$ cat config.mk
export PLATFORM = sky130hd
export DESIGN_NAME = control_sequencer_flat
export DESIGN_NICKNAME = d
export VERILOG_FILES = /design/src/rtl/control_sequencer_if.sv /design/src/rtl/control_sequencer.sv /design/src/flat_wrapper.sv
export SDC_FILE = /design/constraint.sdc
export NUM_CORES = 1
export LEC_CHECK = 0
export ABC_AREA = 1
export CELL_PAD_IN_SITES_DETAIL_PLACEMENT = 0
export CELL_PAD_IN_SITES_GLOBAL_PLACEMENT = 1
export CORE_MARGIN = 4
export CORE_UTILIZATION = 24
export CTS_CLUSTER_SIZE = 30
export DETAILED_ROUTE_END_ITERATION = 16
export PLACE_DENSITY = 0.83
export SLEW_MARGIN = 5
export SYNTH_ARGS = -nofsm -noshare
export SYNTH_HDL_FRONTEND = slang
export SYNTH_SLANG_ARGS = --single-unit
$ cat constraint.sdc
create_clock -name Clock -period 2.7 [get_ports Clock]
set_input_delay 0.54 -clock Clock [delete_from_list [all_inputs] [get_ports Clock]]
set_output_delay 0.54 -clock Clock [all_outputs]
set_load 0.01 [all_outputs]
$ cat src/rtl/control_sequencer_if.sv
// Strobe, decode and status signals between the control sequencer and the Datapath.
interface control_sequencer_if #(
  parameter int NREGS = 16,
  parameter int CNT_W = 16
);
  logic             Run;
  logic [31:0]      IR;
  logic             PCout, Zlowout, Zhighout, MDRout;
  logic             MARin, Zin, PCin, MDRin, IRin, Yin, LOin, HIin;
  logic             IncPC, Read;
  logic [NREGS-1:0] GPRin, GPRout;
  logic [4:0]       ALU_op;
  logic             Done, Illegal;
  logic [CNT_W-1:0] Instr_count;

  modport master (
    input  Run, IR,
    output PCout, Zlowout, Zhighout, MDRout,
    output MARin, Zin, PCin, MDRin, IRin, Yin, LOin, HIin,
    output IncPC, Read, GPRin, GPRout, ALU_op, Done, Illegal, Instr_count
  );

  modport slave (
    output Run, IR,
    input  PCout, Zlowout, Zhighout, MDRout,
    input  MARin, Zin, PCin, MDRin, IRin, Yin, LOin, HIin,
    input  IncPC, Read, GPRin, GPRout, ALU_op, Done, Illegal, Instr_count
  );
endinterface

$ cat src/rtl/control_sequencer.sv
// Hardwired Moore control unit: fetch in T0-T2, register-register ALU execute in T3-T6.
module control_sequencer #(
  parameter int NREGS = 16,
  parameter int CNT_W = 16
) (
  input  logic               Clock,
  input  logic               Resetn,
  control_sequencer_if.master bus
);
  typedef enum logic [2:0] {S_IDLE, S_T0, S_T1, S_T2, S_T3, S_T4, S_T5, S_T6} state_t;

  state_t           state_q, state_d;
  logic [CNT_W-1:0] cnt_q, cnt_d;
  logic             done;

  logic [4:0]       op;
  logic [3:0]       ra, rb, rc;
  logic [NREGS-1:0] oh_ra, oh_rb, oh_rc;
  logic             is_bin, is_md, is_un;
  state_t           exit_st;
  logic             unused_ir;

  assign op = bus.IR[31:27];
  assign ra = bus.IR[26:23];
  assign rb = bus.IR[22:19];
  assign rc = bus.IR[18:15];
  assign unused_ir = ^bus.IR[14:0];

  assign oh_ra = NREGS'(1) << ra;
  assign oh_rb = NREGS'(1) << rb;
  assign oh_rc = NREGS'(1) << rc;

  assign is_bin = (op >= 5'd3) && (op <= 5'd10);
  assign is_md  = (op == 5'd14) || (op == 5'd15);
  assign is_un  = (op == 5'd16) || (op == 5'd17);

  // Run is only looked at here and in IDLE, so a dropped Run lets the current instruction finish.
  assign exit_st = bus.Run ? S_T0 : S_IDLE;

  always_comb begin
    state_d      = state_q;
    done         = 1'b0;
    bus.PCout    = 1'b0;
    bus.Zlowout  = 1'b0;
    bus.Zhighout = 1'b0;
    bus.MDRout   = 1'b0;
    bus.MARin    = 1'b0;
    bus.Zin      = 1'b0;
    bus.PCin     = 1'b0;
    bus.MDRin    = 1'b0;
    bus.IRin     = 1'b0;
    bus.Yin      = 1'b0;
    bus.LOin     = 1'b0;
    bus.HIin     = 1'b0;
    bus.IncPC    = 1'b0;
    bus.Read     = 1'b0;
    bus.Illegal  = 1'b0;
    bus.GPRin    = '0;
    bus.GPRout   = '0;
    bus.ALU_op   = '0;
    case (state_q)
      S_IDLE: if (bus.Run) state_d = S_T0;
      S_T0: begin
        bus.PCout = 1'b1; bus.MARin = 1'b1; bus.IncPC = 1'b1; bus.Zin = 1'b1;
        state_d = S_T1;
      end
      S_T1: begin
        bus.Zlowout = 1'b1; bus.PCin = 1'b1; bus.Read = 1'b1; bus.MDRin = 1'b1;
        state_d = S_T2;
      end
      S_T2: begin
        bus.MDRout = 1'b1; bus.IRin = 1'b1;
        state_d = S_T3;
      end
      S_T3: begin
        bus.ALU_op = op;
        if (is_bin || is_md) begin
          bus.GPRout = oh_rb; bus.Yin = 1'b1; state_d = S_T4;
        end else if (is_un) begin
          bus.GPRout = oh_rb; bus.Zin = 1'b1; state_d = S_T4;
        end else begin
          bus.Illegal = 1'b1; state_d = exit_st;
        end
      end
      S_T4: begin
        bus.ALU_op = op;
        if (is_un) begin
          bus.Zlowout = 1'b1; bus.GPRin = oh_ra; done = 1'b1; state_d = exit_st;
        end else begin
          bus.GPRout = oh_rc; bus.Zin = 1'b1; state_d = S_T5;
        end
      end
      S_T5: begin
        bus.ALU_op = op;
        bus.Zlowout = 1'b1;
        if (is_md) begin
          bus.LOin = 1'b1; state_d = S_T6;
        end else begin
          bus.GPRin = oh_ra; done = 1'b1; state_d = exit_st;
        end
      end
      S_T6: begin
        bus.ALU_op = op;
        bus.Zhighout = 1'b1; bus.HIin = 1'b1; done = 1'b1; state_d = exit_st;
      end
      default: state_d = S_IDLE;
    endcase
  end

  always_comb begin
    cnt_d = cnt_q + CNT_W'(done);
  end

  assign bus.Done        = done;
  assign bus.Instr_count = cnt_q;

  always_ff @(posedge Clock or negedge Resetn) begin
    if (!Resetn) begin
      state_q <= S_IDLE;
      cnt_q   <= '0;
    end else begin
      state_q <= state_d;
      cnt_q   <= cnt_d;
    end
  end
endmodule

$ cat src/flat_wrapper.sv
// flat-port wrapper written by rule: the top's interface ports become plain ports
module control_sequencer_flat 
#(
  parameter int NREGS = 16,
  parameter int CNT_W = 16
)
  (Clock, Resetn, bus_Run, bus_IR, bus_PCout, bus_Zlowout, bus_Zhighout, bus_MDRout, bus_MARin, bus_Zin, bus_PCin, bus_MDRin, bus_IRin, bus_Yin, bus_LOin, bus_HIin, bus_IncPC, bus_Read, bus_GPRin, bus_GPRout, bus_ALU_op, bus_Done, bus_Illegal, bus_Instr_count);
  control_sequencer_if #(.NREGS(NREGS), .CNT_W(CNT_W)) bus_i ();
  input  logic Clock;
  input  logic Resetn;
  input wire logic [$bits(bus_i.Run)-1:0] bus_Run;
  input wire logic [$bits(bus_i.IR)-1:0] bus_IR;
  output wire logic [$bits(bus_i.PCout)-1:0] bus_PCout;
  output wire logic [$bits(bus_i.Zlowout)-1:0] bus_Zlowout;
  output wire logic [$bits(bus_i.Zhighout)-1:0] bus_Zhighout;
  output wire logic [$bits(bus_i.MDRout)-1:0] bus_MDRout;
  output wire logic [$bits(bus_i.MARin)-1:0] bus_MARin;
  output wire logic [$bits(bus_i.Zin)-1:0] bus_Zin;
  output wire logic [$bits(bus_i.PCin)-1:0] bus_PCin;
  output wire logic [$bits(bus_i.MDRin)-1:0] bus_MDRin;
  output wire logic [$bits(bus_i.IRin)-1:0] bus_IRin;
  output wire logic [$bits(bus_i.Yin)-1:0] bus_Yin;
  output wire logic [$bits(bus_i.LOin)-1:0] bus_LOin;
  output wire logic [$bits(bus_i.HIin)-1:0] bus_HIin;
  output wire logic [$bits(bus_i.IncPC)-1:0] bus_IncPC;
  output wire logic [$bits(bus_i.Read)-1:0] bus_Read;
  output wire logic [$bits(bus_i.GPRin)-1:0] bus_GPRin;
  output wire logic [$bits(bus_i.GPRout)-1:0] bus_GPRout;
  output wire logic [$bits(bus_i.ALU_op)-1:0] bus_ALU_op;
  output wire logic [$bits(bus_i.Done)-1:0] bus_Done;
  output wire logic [$bits(bus_i.Illegal)-1:0] bus_Illegal;
  output wire logic [$bits(bus_i.Instr_count)-1:0] bus_Instr_count;
  assign bus_i.Run = bus_Run;
  assign bus_i.IR = bus_IR;
  assign bus_PCout = bus_i.PCout;
  assign bus_Zlowout = bus_i.Zlowout;
  assign bus_Zhighout = bus_i.Zhighout;
  assign bus_MDRout = bus_i.MDRout;
  assign bus_MARin = bus_i.MARin;
  assign bus_Zin = bus_i.Zin;
  assign bus_PCin = bus_i.PCin;
  assign bus_MDRin = bus_i.MDRin;
  assign bus_IRin = bus_i.IRin;
  assign bus_Yin = bus_i.Yin;
  assign bus_LOin = bus_i.LOin;
  assign bus_HIin = bus_i.HIin;
  assign bus_IncPC = bus_i.IncPC;
  assign bus_Read = bus_i.Read;
  assign bus_GPRin = bus_i.GPRin;
  assign bus_GPRout = bus_i.GPRout;
  assign bus_ALU_op = bus_i.ALU_op;
  assign bus_Done = bus_i.Done;
  assign bus_Illegal = bus_i.Illegal;
  assign bus_Instr_count = bus_i.Instr_count;
  control_sequencer #(.NREGS(NREGS), .CNT_W(CNT_W)) u_core (.Clock(Clock), .Resetn(Resetn), .bus(bus_i));
endmodule
=== Word-level counts from Yosys, hierarchy flattened ===
Cells that the tools add are included.

* Add/sub/neg operators: 1
* Multiply operators: 0
* Div/mod/pow operators: 0
* $lt $le $gt $ge: 2
* Equality and inequality tests: 12
* Shifts and indexed selects: 3
* Multiplexer cells: 32
* Bitwise logic cells: 0
* Reductions and logical operators: 7

{| class="wikitable"
|+ Operators by type and width
! operator !! number
|-
| 16-bit two-way mux || 5
|-
| 16-bit one-hot mux with 2 select lines || 2
|-
| 1-bit by 4-bit left shift with 16-bit output, first input constant || 3
|-
| 3-bit one-hot mux with 8 select lines || 1
|-
| 16-bit by 1-bit adder with 16-bit output || 1
|-
| 1-bit two-way mux || 15
|-
| 3-bit two-way mux || 5
|-
| 3-bit == test, second input constant || 4
|-
| 5-bit by 4-bit == test with 1-bit output, second input constant || 2
|-
| 5-bit == test, second input constant || 2
|-
| 3-bit by 2-bit == test with 1-bit output, second input constant || 2
|-
| 1-bit one-hot mux with 3 select lines || 2
|-
| 5-bit by 2-bit greater-or-equal comparator with 1-bit output, second input constant || 1
|-
| 5-bit by 4-bit <= comparator with 1-bit output, second input constant || 1
|-
| 5-bit two-way mux || 1
|-
| 4-bit OR reduction || 1
|-
| 3-bit by 1-bit == test with 1-bit output, second input constant || 1
|-
| 3-bit logical NOT || 1
|-
| 1-bit logical OR || 3
|-
| 2-bit inequality test, second input constant || 1
|-
| 1-bit one-hot mux with 2 select lines || 1
|-
| 2-bit OR reduction || 1
|-
| 1-bit logical AND || 1
|}

* Register bits after elaboration: 19
* Latch bits: 0
* Bits in writable memories: 0
* Memory bits (read-only): 0
* Bits of input ports: 35
* Output and inout bits: 69
* Word-level logic and storage cells: 59
* Memories kept: 0

=== Logic depth before layout (Yosys ltp) ===
Gate-level depths: netlist of run 1.

* Depth after elaboration: 5
* Gate-level depth with buffers: 15

=== Worst setup path after synthesis of run 1 ===
Ideal clock, no wire load.

* Path kind: input-to-reg
* Start: in bus_IR[29]
* End: reg u_core.cnt_q[14] (netlist: u_core.bus.Instr_count[14])
* Library setup time: 0.117 ns
* Arrival: 2.142 ns
* Data required time: 2.583 ns
* Setup slack: 0.441 ns
* Cell stages on the path: 15
* Cells stage by stage: inv_1 > nand2_1 > nor2_2 > nand2_2 > o21ai_4 > or2_2 > ha_1 > ha_1 > nand3_1 > nor3_2 > nand2_1 > nor2_1 > nand2_1 > nand2_1 > nand2_1

* Cells in the longest elaborated chain, start to end: 5

{| class="wikitable"
|+ RTL lines
! element !! line !! text
|-
| start, declared || flat_wrapper.sv:12 || <nowiki>input wire logic [$bits(bus_i.IR)-1:0] bus_IR;</nowiki>
|-
| 5-bit by 4-bit == test with 1-bit output or 5-bit == test (tied branches) || control_sequencer.sv:34, control_sequencer.sv:35 ||
|-
| 1-bit logical OR (on tied branches) || control_sequencer.sv:34, control_sequencer.sv:35 ||
|-
| 1-bit two-way mux (on tied branches) || control_sequencer.sv:96, control_sequencer.sv:87 ||
|-
| 1-bit one-hot mux with 3 select lines (*) || control_sequencer.sv:61 || <nowiki>case (state_q)</nowiki>
|-
| named net bus_Done || flat_wrapper.sv:30 || <nowiki>output wire logic [$bits(bus_i.Done)-1:0] bus_Done;</nowiki>
|-
| 16-bit by 1-bit adder with 16-bit output (*) || control_sequencer.sv:111 || <nowiki>cnt_d = cnt_q + CNT_W'(done);</nowiki>
|-
| named net u_core.cnt_d[14] || control_sequencer.sv:13 || <nowiki>logic [CNT_W-1:0] cnt_q, cnt_d;</nowiki>
|-
| end signal, assigned || control_sequencer.sv:123 || <nowiki>cnt_q <= cnt_d;</nowiki>
|-
| end, declared || control_sequencer.sv:13 ||
|}

The timed path passes the listed nets; every way through them passes the cells marked *.
A chain may end at the register's enable or synchronous reset.

=== Final worst setup path of run 1 ===
* Start: in bus_IR[27]
* End: out bus_GPRout[15]

* Cells in the longest elaborated chain, start to end: 5

{| class="wikitable"
|+ RTL lines
! element !! line !! text
|-
| 5-bit by 2-bit greater-or-equal comparator with 1-bit output (tied with other cells) || control_sequencer.sv:33 || <nowiki>assign is_bin = (op >= 5'd3) && (op <= 5'd10);</nowiki>
|-
| 1-bit logical AND (tied with other cells) || control_sequencer.sv:33 ||
|-
| 1-bit logical OR or 16-bit two-way mux (tied branches) || control_sequencer.sv:77, control_sequencer.sv:79 ||
|-
| 16-bit two-way mux || control_sequencer.sv:77 || <nowiki>if (is_bin || is_md) begin</nowiki>
|-
| 16-bit one-hot mux with 2 select lines (*) || control_sequencer.sv:61 ||
|-
| end, declared || flat_wrapper.sv:28 || <nowiki>output wire logic [$bits(bus_i.GPRout)-1:0] bus_GPRout;</nowiki>
|}

Every way passes the cells marked *; elsewhere a longest branch is shown, timed or not.

==> summary.txt, run 1 <==
Synthesis
  • Asr flop ratio synth: 100%
  • Synth cell count leaders: inv_1, nand2_1, nor2_1, nand3_1, dfrtp_1
  • Top-count cell post-synth: inv_1
  • Post-synth EDFFs: 0
  • Yosys warning count: 0
  • Post-synthesis sequential area ratio: 28.2%
  • Post-Syn Instances: 251
  • Syn_area_per_cell: 6.72 um^2
  • Ys flop type: dfrtp_1
  • Flop and latch count out of synthesis: 19
  • Share of the synthesized area in the top cell type: 28.2%
  • Area contributors post-synth: dfrtp_1, nand3_1, inv_1
  • Post-Syn Nets: 288
  • Area leader, netlist: dfrtp_1
  • Synthesized cell area: 0.00169 mm^2
  • Synth unique cells: 30

Detailed routing
  • DR WL/cell: 11.5 um
  • Via/cell ratio: 4.43
  • Via count: approximately 2.0k
  • Final wirelength: 5190 um
  • Iter 0 DRT Violations: 80
  • DRC: 0
  • Antenna violation net count after detailed routing: 0
  • TritonRoute pass-1 iters: 4

Timing
  • Fin Hold WS: 0.496 ns
  • Setup tns final: 0 ns
  • Fin. Hold Viols: 0
  • Final min period: 2.57 ns
  • Setup violators final: 0
  • Maximum clock frequency: 0.389 GHz
  • Tightest Pin Transition: 0.445 ns
  • Final worst path period share: between 90% and 100%
  • RSZ-0062 raised after global routing: false
  • Slew margin rel.: approximately 70%
  • Fin. max-slew vios: 0
  • Final clock skew: roughly 0.0077 ns

Floorplan
  • Die Y: 91.8 um
  • # IOs: about 100
  • Row count: 30
  • Initial Utilization: 24.8%
  • Die Width: 91.8 um
  • Die area: about 0.0084 mm^2
  • Core area: 0.00679 mm^2

Clocking
  • H-Tree Depth: 1
  • TritonCTS clock tree: done
  • Worst-case clock buffer depth: 2
  • Cts bufs inserted: 3
  • CTS root buf: clkbuf_8
  • Total clock sinks: 19
  • Later-pin clock latency in the skew report: 0.26 ns
  • Clk slew on worst S/H paths: around 0.07 ns

Min path
  • Endpoint, Worst Hold: u_core.bus.Instr_count[13]$_DFF_PN0_
  • Hold path start: u_core.bus.Instr_count[13]$_DFF_PN0_
  • Hold depth: 1
  • Hold Path Class: flop to flop

Setup path
  • Crit path required time: between 2 and 2.5 ns
  • CP Capture Type: output port
  • RR Startpoint: u_core.state_q[0]$_DFFE_PN0P_
  • R2R setup slack: about 0.35 ns
  • R2r worst-path depth: 15
  • WS Path Type: primary input to output port
  • Crit Reg-Reg Endpoint: u_core.bus.Instr_count[14]$_DFF_PN0_
  • Startpoint Class: primary input
  • Crit path DAT: 2.03 ns
  • Crit Path Max Fanout: 17

Placement
  • PortBufs: 88
  • Detailed placer's ending HPWL: 4300 um
  • Placement-stage cell area: ~0.0028 mm^2
  • GP Congestion: 0.896

Cells and area
  • Register Area: 475 um^2
  • Post-route cell area: 0.00284 mm^2
  • Core Util, Final: about two fifths
  • Multi-input logic area: between 0.001 and 0.0015 mm^2
  • Layout fillers: approximately 740
  • Ant diodes: 0
  • Layout Area Growth over Synthesis: 68.1%
  • Nets: 392
  • Share of layout cells above drive strength 1: 16.9%

Pwr
  • Pwr Total: 0.00142 W
  • Static Leak: 1.46 nW
  • VDD IR-drop max: 195 uV
  • Cell Pwr Density: 500 mW/mm^2

Run
  • Max_cap viols: 0

Global routing
  • Initial antenna violation count: 0
  • Total grt overflow: 0
  • Largest net degree at the start of global routing: 20
  • Total track usage: 11.6%
  • First-pass GRT wire length: 8250 um
  • Number of global-route vias before repair: 1871

Run status
  • Outcome: complete, no violations
-- cell families after synthesis --
family,count (synthesis),synth area share (%)
DFF,19,28.2
and+or+nand+nor,141,40.7
xor gates and xnor gates,12,6.23
buffers and inverters,55,14.1
AOI/OAI and AO/OA,22,9.35
adders and majority gates,2,1.48
-- layout by cell type, fill, tap and decap left out, types with 2 or more instances in the layout --
cell type / Yosys / routed
nand2_2: 4 / 3
nand4_1: 18 / 18
dlygate4sd2_1: 0 / 35
nor2_4: 1 / 3
nor2_2: 4 / 3
inv_2: 6 / 6
nand3b_1: 3 / 3
nand2_1: 35 / 35
inv_1: 36 / 35
dlymetal6s2s_1: 0 / 4
buf_4: 6 / 24
nand3_1: 28 / 28
xor2_1: 8 / 8
dfrtp_1: 19 / 19
o21ai_1: 1 / 7
clkdlybuf4s15_1: 0 / 3
clkdlybuf4s50_1: 0 / 46
a21oi_1: 2 / 2
o21ai_2: 8 / 9
ha_1: 2 / 2
clkbuf_8: 0 / 3
nor3_1: 12 / 12
nor2_1: 32 / 31
xnor2_1: 4 / 4
-- per-stage QoR --
step	worst slack, ns	cells
2_1_floorplan	0.441	251
3_3_place_gp	-0.274	443
3_5_place_dp	-0.272	443
4_1_cts	0.0111	447
5_1_grt	0.00542	450
6_report	0.128	450
-- critical path, cell delays in order --
cell	delay, ns
clkdlybuf4s50_1	0.48
nand2_1	0.07
nand3_1	0.07
nand3_1	0.12
nand3_2	0.15
nand2_8	0.13
o21ai_1	0.18
dlygate4sd2_1	0.28
-- report_power, final --
part | internal [W] | switching (W) | total (W)
sequential | 0.000351 | 0.0000636 | 0.000415
combinational | 0.000400 | 0.000406 | 0.000806
clock | 0.000103 | 0.0000948 | 0.000197
total | 0.000854 | 0.000564 | 0.00142
-- worst max path at each step --
stage	slack (ns)	cells past startpoint	start	endpoint
detailed placement	-0.27	8	bus_IR[30]	bus_GPRout[2]
finish	0.13	8	bus_IR[27]	bus_GPRout[15]
global placement	-0.27	8	bus_IR[30]	bus_GPRout[2]
global route	0.005	8	bus_IR[27]	bus_GPRout[4]
CTS	0.01	8	bus_IR[30]	bus_GPRout[3]
floorplan	0.44	15	bus_IR[29]	u_core.bus.Instr_count[14]$_DFF_PN0_
-- cell type report --
cell class	instances	area share [%]
clock buffers	3	1.46
clock inverters	1	0.177
inverters	42	5.65
multi-input cells	177	35.5
flip-flops and latches	19	16.8
well taps	96	4.24
repair buffers	112	36.2
-- metal layers --
metal | global-route usage [%] | routed length [um] | vias up
met5 | 0 | 0 | -
met3 | 3.45 | 387 | 4
met1 | 14.2 | 2320 | 891
li1 | - | - | 1020
met4 | 3.09 | 60 | 0
met2 | 19.8 | 2420 | 78
-- registers in the layout, indices dropped and copies added (netlist names) --
register and count:
u_core.bus.Instr_count 16, u_core.state_q 3
-- what timing repair did --
action	CTS	global route
hold buffers	0	0
setup buffers	0	3
resized for setup	49	12
setup endpoints to repair	37	32
hold endpoints to repair	0	0
pin swaps	0	4
(Power assumes the default switching activity.)
==> run 2, diff against run 1 <==
CORE_UTILIZATION = 25   (was 24)
CTS_BUF_LIST = sky130_fd_sc_hd__clkbuf_4   (was default)
CTS_CLUSTER_DIAMETER = 150   (was default)
PLACE_DENSITY = 0.86   (was 0.83)
==> run 2 against run 1 <==
Die area shrank 3.7%. Power down 4.7%. Maximum frequency fell by 3.2%. Largest cell class is now multi-input combinational cells. Largest power group unchanged. Highest routed layer unchanged.
==> summary.txt, run 2 (synthesized netlist as in run 1, its figures left out) <==
Clocking
  • Clk slew on worst S/H paths: 0.10 ns
  • Worst-case clock buffer depth: 2
  • H-Tree Depth: 1
  • Later-pin clock latency in the skew report: 0.29 ns
  • TritonCTS clock tree: done
  • Cts bufs inserted: 3
  • Setup Fix Bufs, Post-CTS: 0
  • Total clock sinks: 19
  • CTS root buf: clkbuf_4

Placement
  • Detailed placer's ending HPWL: 4190 um
  • PortBufs: 88
  • GP Congestion: 0.873
  • DP Worst Slack: -0.270 ns

Setup path
  • Worst path bufs/invs: 4
  • WS Path Type: primary input to output port
  • Crit Path Max Fanout: 17
  • Critical path's top delay family: buffers and inverters
  • Startpoint Class: primary input
  • R2r worst-path depth: 15
  • R2R setup slack: roughly 0.34 ns
  • CP Capture Type: output port
  • RR Startpoint: u_core.state_q[0]$_DFFE_PN0P_
  • Crit path DAT: 2.12 ns
  • Largest stage delay, worst path: around 0.48 ns
  • Crit path required time: 2.16 ns
  • CP Cell Sequence: clkdlybuf4s50_1 -> inv_1 -> nand2_1 -> nor2_2 -> inv_2 -> nand3_2 -> nand2_8 -> o21ai_0 -> clkdlybuf4s15_1
  • Crit path depth: 9
  • Crit Reg-Reg Endpoint: u_core.bus.Instr_count[14]$_DFF_PN0_
  • Worst setup path end: bus_GPRout[6]
  • CP max-delay cell: clkdlybuf4s50_1
  • Critical Path Source: bus_IR[30]

Pwr
  • Pwr Total: 0.00135 W
  • Cell Pwr Density: 493 mW/mm^2
  • Switching Fraction: 40.4%
  • Switching power total: 0.000545 W
  • Static Leak: 1.37 nW
  • VDD IR-drop max: around 170 uV
  • Clk pwr share: 11.2%
  • Power share of the combinational group: 58.0%
  • Internal power: 0.000806 W
  • Sequential power share: 30.8%

Cells and area
  • Layout Area Growth over Synthesis: 62.3%
  • Nets: just under 400
  • Core Util, Final: between 40% and 50%
  • Max reg flops: 16
  • Ant diodes: 0
  • Commonest cells after routing, fill and taps aside: clkdlybuf4s50_1, inv_1, nand2_1
  • Commonest non-fill, non-tap cell in the layout: clkdlybuf4s50_1
  • Layout fillers: 689
  • Share of layout cells above drive strength 1: 17.4%

Timing
  • Final worst path period share: 98.4%
  • Fin. Hold Viols: 0
  • Setup violators final: 0
  • Final clock skew: about 0.0045 ns
  • RSZ-0062 raised after global routing: true
  • Tightest Pin Transition: 0.447 ns
  • Fin. max-slew vios: 0
  • Slew margin rel.: 70.0%
  • Final min period: 2.66 ns
  • Maximum clock frequency: 0.376 GHz
  • Final WS setup: 0.0421 ns

Detailed routing
  • M1 wire length: 2210 um
  • Met3 Wirelength: 449 um
  • Via count: 1974
  • Final wirelength: approximately 5000 um
  • DRC: 0
  • Top routing layer in use: met4
  • Met2 wire len: roughly 2300 um
  • DR WL/cell: about 12 um
  • Antenna violation net count after detailed routing: 0
  • TritonRoute pass-1 iters: 4
  • Iter 0 DRT Violations: between 50 and 60
  • Via/cell ratio: 4.61

Global routing
  • Initial antenna violation count: 0
  • Total grt overflow: 0
  • Total track usage: 11.7%
  • Number of global-route vias before repair: 1910
  • Largest net degree at the start of global routing: 20
  • First-pass GRT wire length: around 8200 um

Floorplan
  • Die Y: 90.1 um
  • Initial Utilization: 26.1%
  • Die Width: 90.1 um
  • Die area: about 0.008 mm^2
  • Row count: 29
  • Core area: 0.00646 mm^2
  • # IOs: 104

Run
  • Max_cap viols: 0

Min path
  • Hold Path Class: flop to flop

Run status
  • Outcome: complete, no violations
[run 2: cell count changes in the layout (fill, tap and decap cells not counted), moves of 2 or more]
cell             delta
clkdlybuf4s50_1     +5
clkbuf_2            +6
dlygate4sd2_1       -9
dlymetal6s2s_1      -4
buf_4               -3
o21ai_0             +2
clkdlybuf4s15_1     +2
clkbuf_4            +4
clkbuf_8            -3
[run 2: metal layers]
layer  vias to the layer above  track usage (%)
li1                       1014                -
met1                       872             13.2
met2                        82             19.9
met3                         6             4.76
met4                         0             3.95
met5                         -                0
[run 2: power by group through the flow]
stage / logic, W / clock network (W) / registers [W]
detailed placement: 0.000805 / 0 / 0.000423
global placement: 0.000794 / 0 / 0.000419
floorplan: 0.000396 / 0 / 0.000429
global route: 0.000852 / 0.000173 / 0.000430
CTS: 0.000795 / 0.000163 / 0.000416
finish: 0.000783 / 0.000152 / 0.000415
[run 2: how the worst min path moves through the flow]
| stage | startpoint | endpoint | slack [ns] | cells past startpoint |
|---|---|---|---|---|
| detailed placement | u_core.bus.Instr_count[15]$_DFF_PN0_ | u_core.bus.Instr_count[15]$_DFF_PN0_ | 0.49 | 1 |
| global placement | u_core.bus.Instr_count[15]$_DFF_PN0_ | u_core.bus.Instr_count[15]$_DFF_PN0_ | 0.46 | 1 |
| CTS | u_core.bus.Instr_count[15]$_DFF_PN0_ | u_core.bus.Instr_count[15]$_DFF_PN0_ | 0.50 | 1 |
| global route | u_core.bus.Instr_count[15]$_DFF_PN0_ | u_core.bus.Instr_count[15]$_DFF_PN0_ | 0.53 | 1 |
| floorplan | Resetn | u_core.bus.Instr_count[0]$_DFF_PN0_ | 0.24 | 0 |
| finish | u_core.bus.Instr_count[15]$_DFF_PN0_ | u_core.bus.Instr_count[15]$_DFF_PN0_ | 0.49 | 1 |
[run 2: layout make-up]
type	count	area [um^2]	area share, %
inverter	42	160	5.85
clock buffer	4	30.0	1.10
multi-input combinational	177	1000	36.5
tap	77	96.3	3.52
timing repair buffer	109	976	35.6
sequential	19	475	17.4
[run 2: metrics by stage]
step                      std cells  cell area, um^2  hold WS [ns]  TNS (ns)
after floorplan                 251             1690         0.244         0
after global placement          424             2740         0.465     -5.88
after detailed placement        424             2740         0.487     -6.90
after CTS                       428             2750         0.505         0
after global routing            428             2740         0.526   -0.0604
final                           428             2740         0.494         0
[run 2: repair_timing]
| item | CTS | global route |
|---|---|---|
| pin swaps | 0 | 1 |
| hold buffers | 0 | 0 |
| setup endpoints to repair | 36 | 12 |
| resized for setup | 45 | 21 |
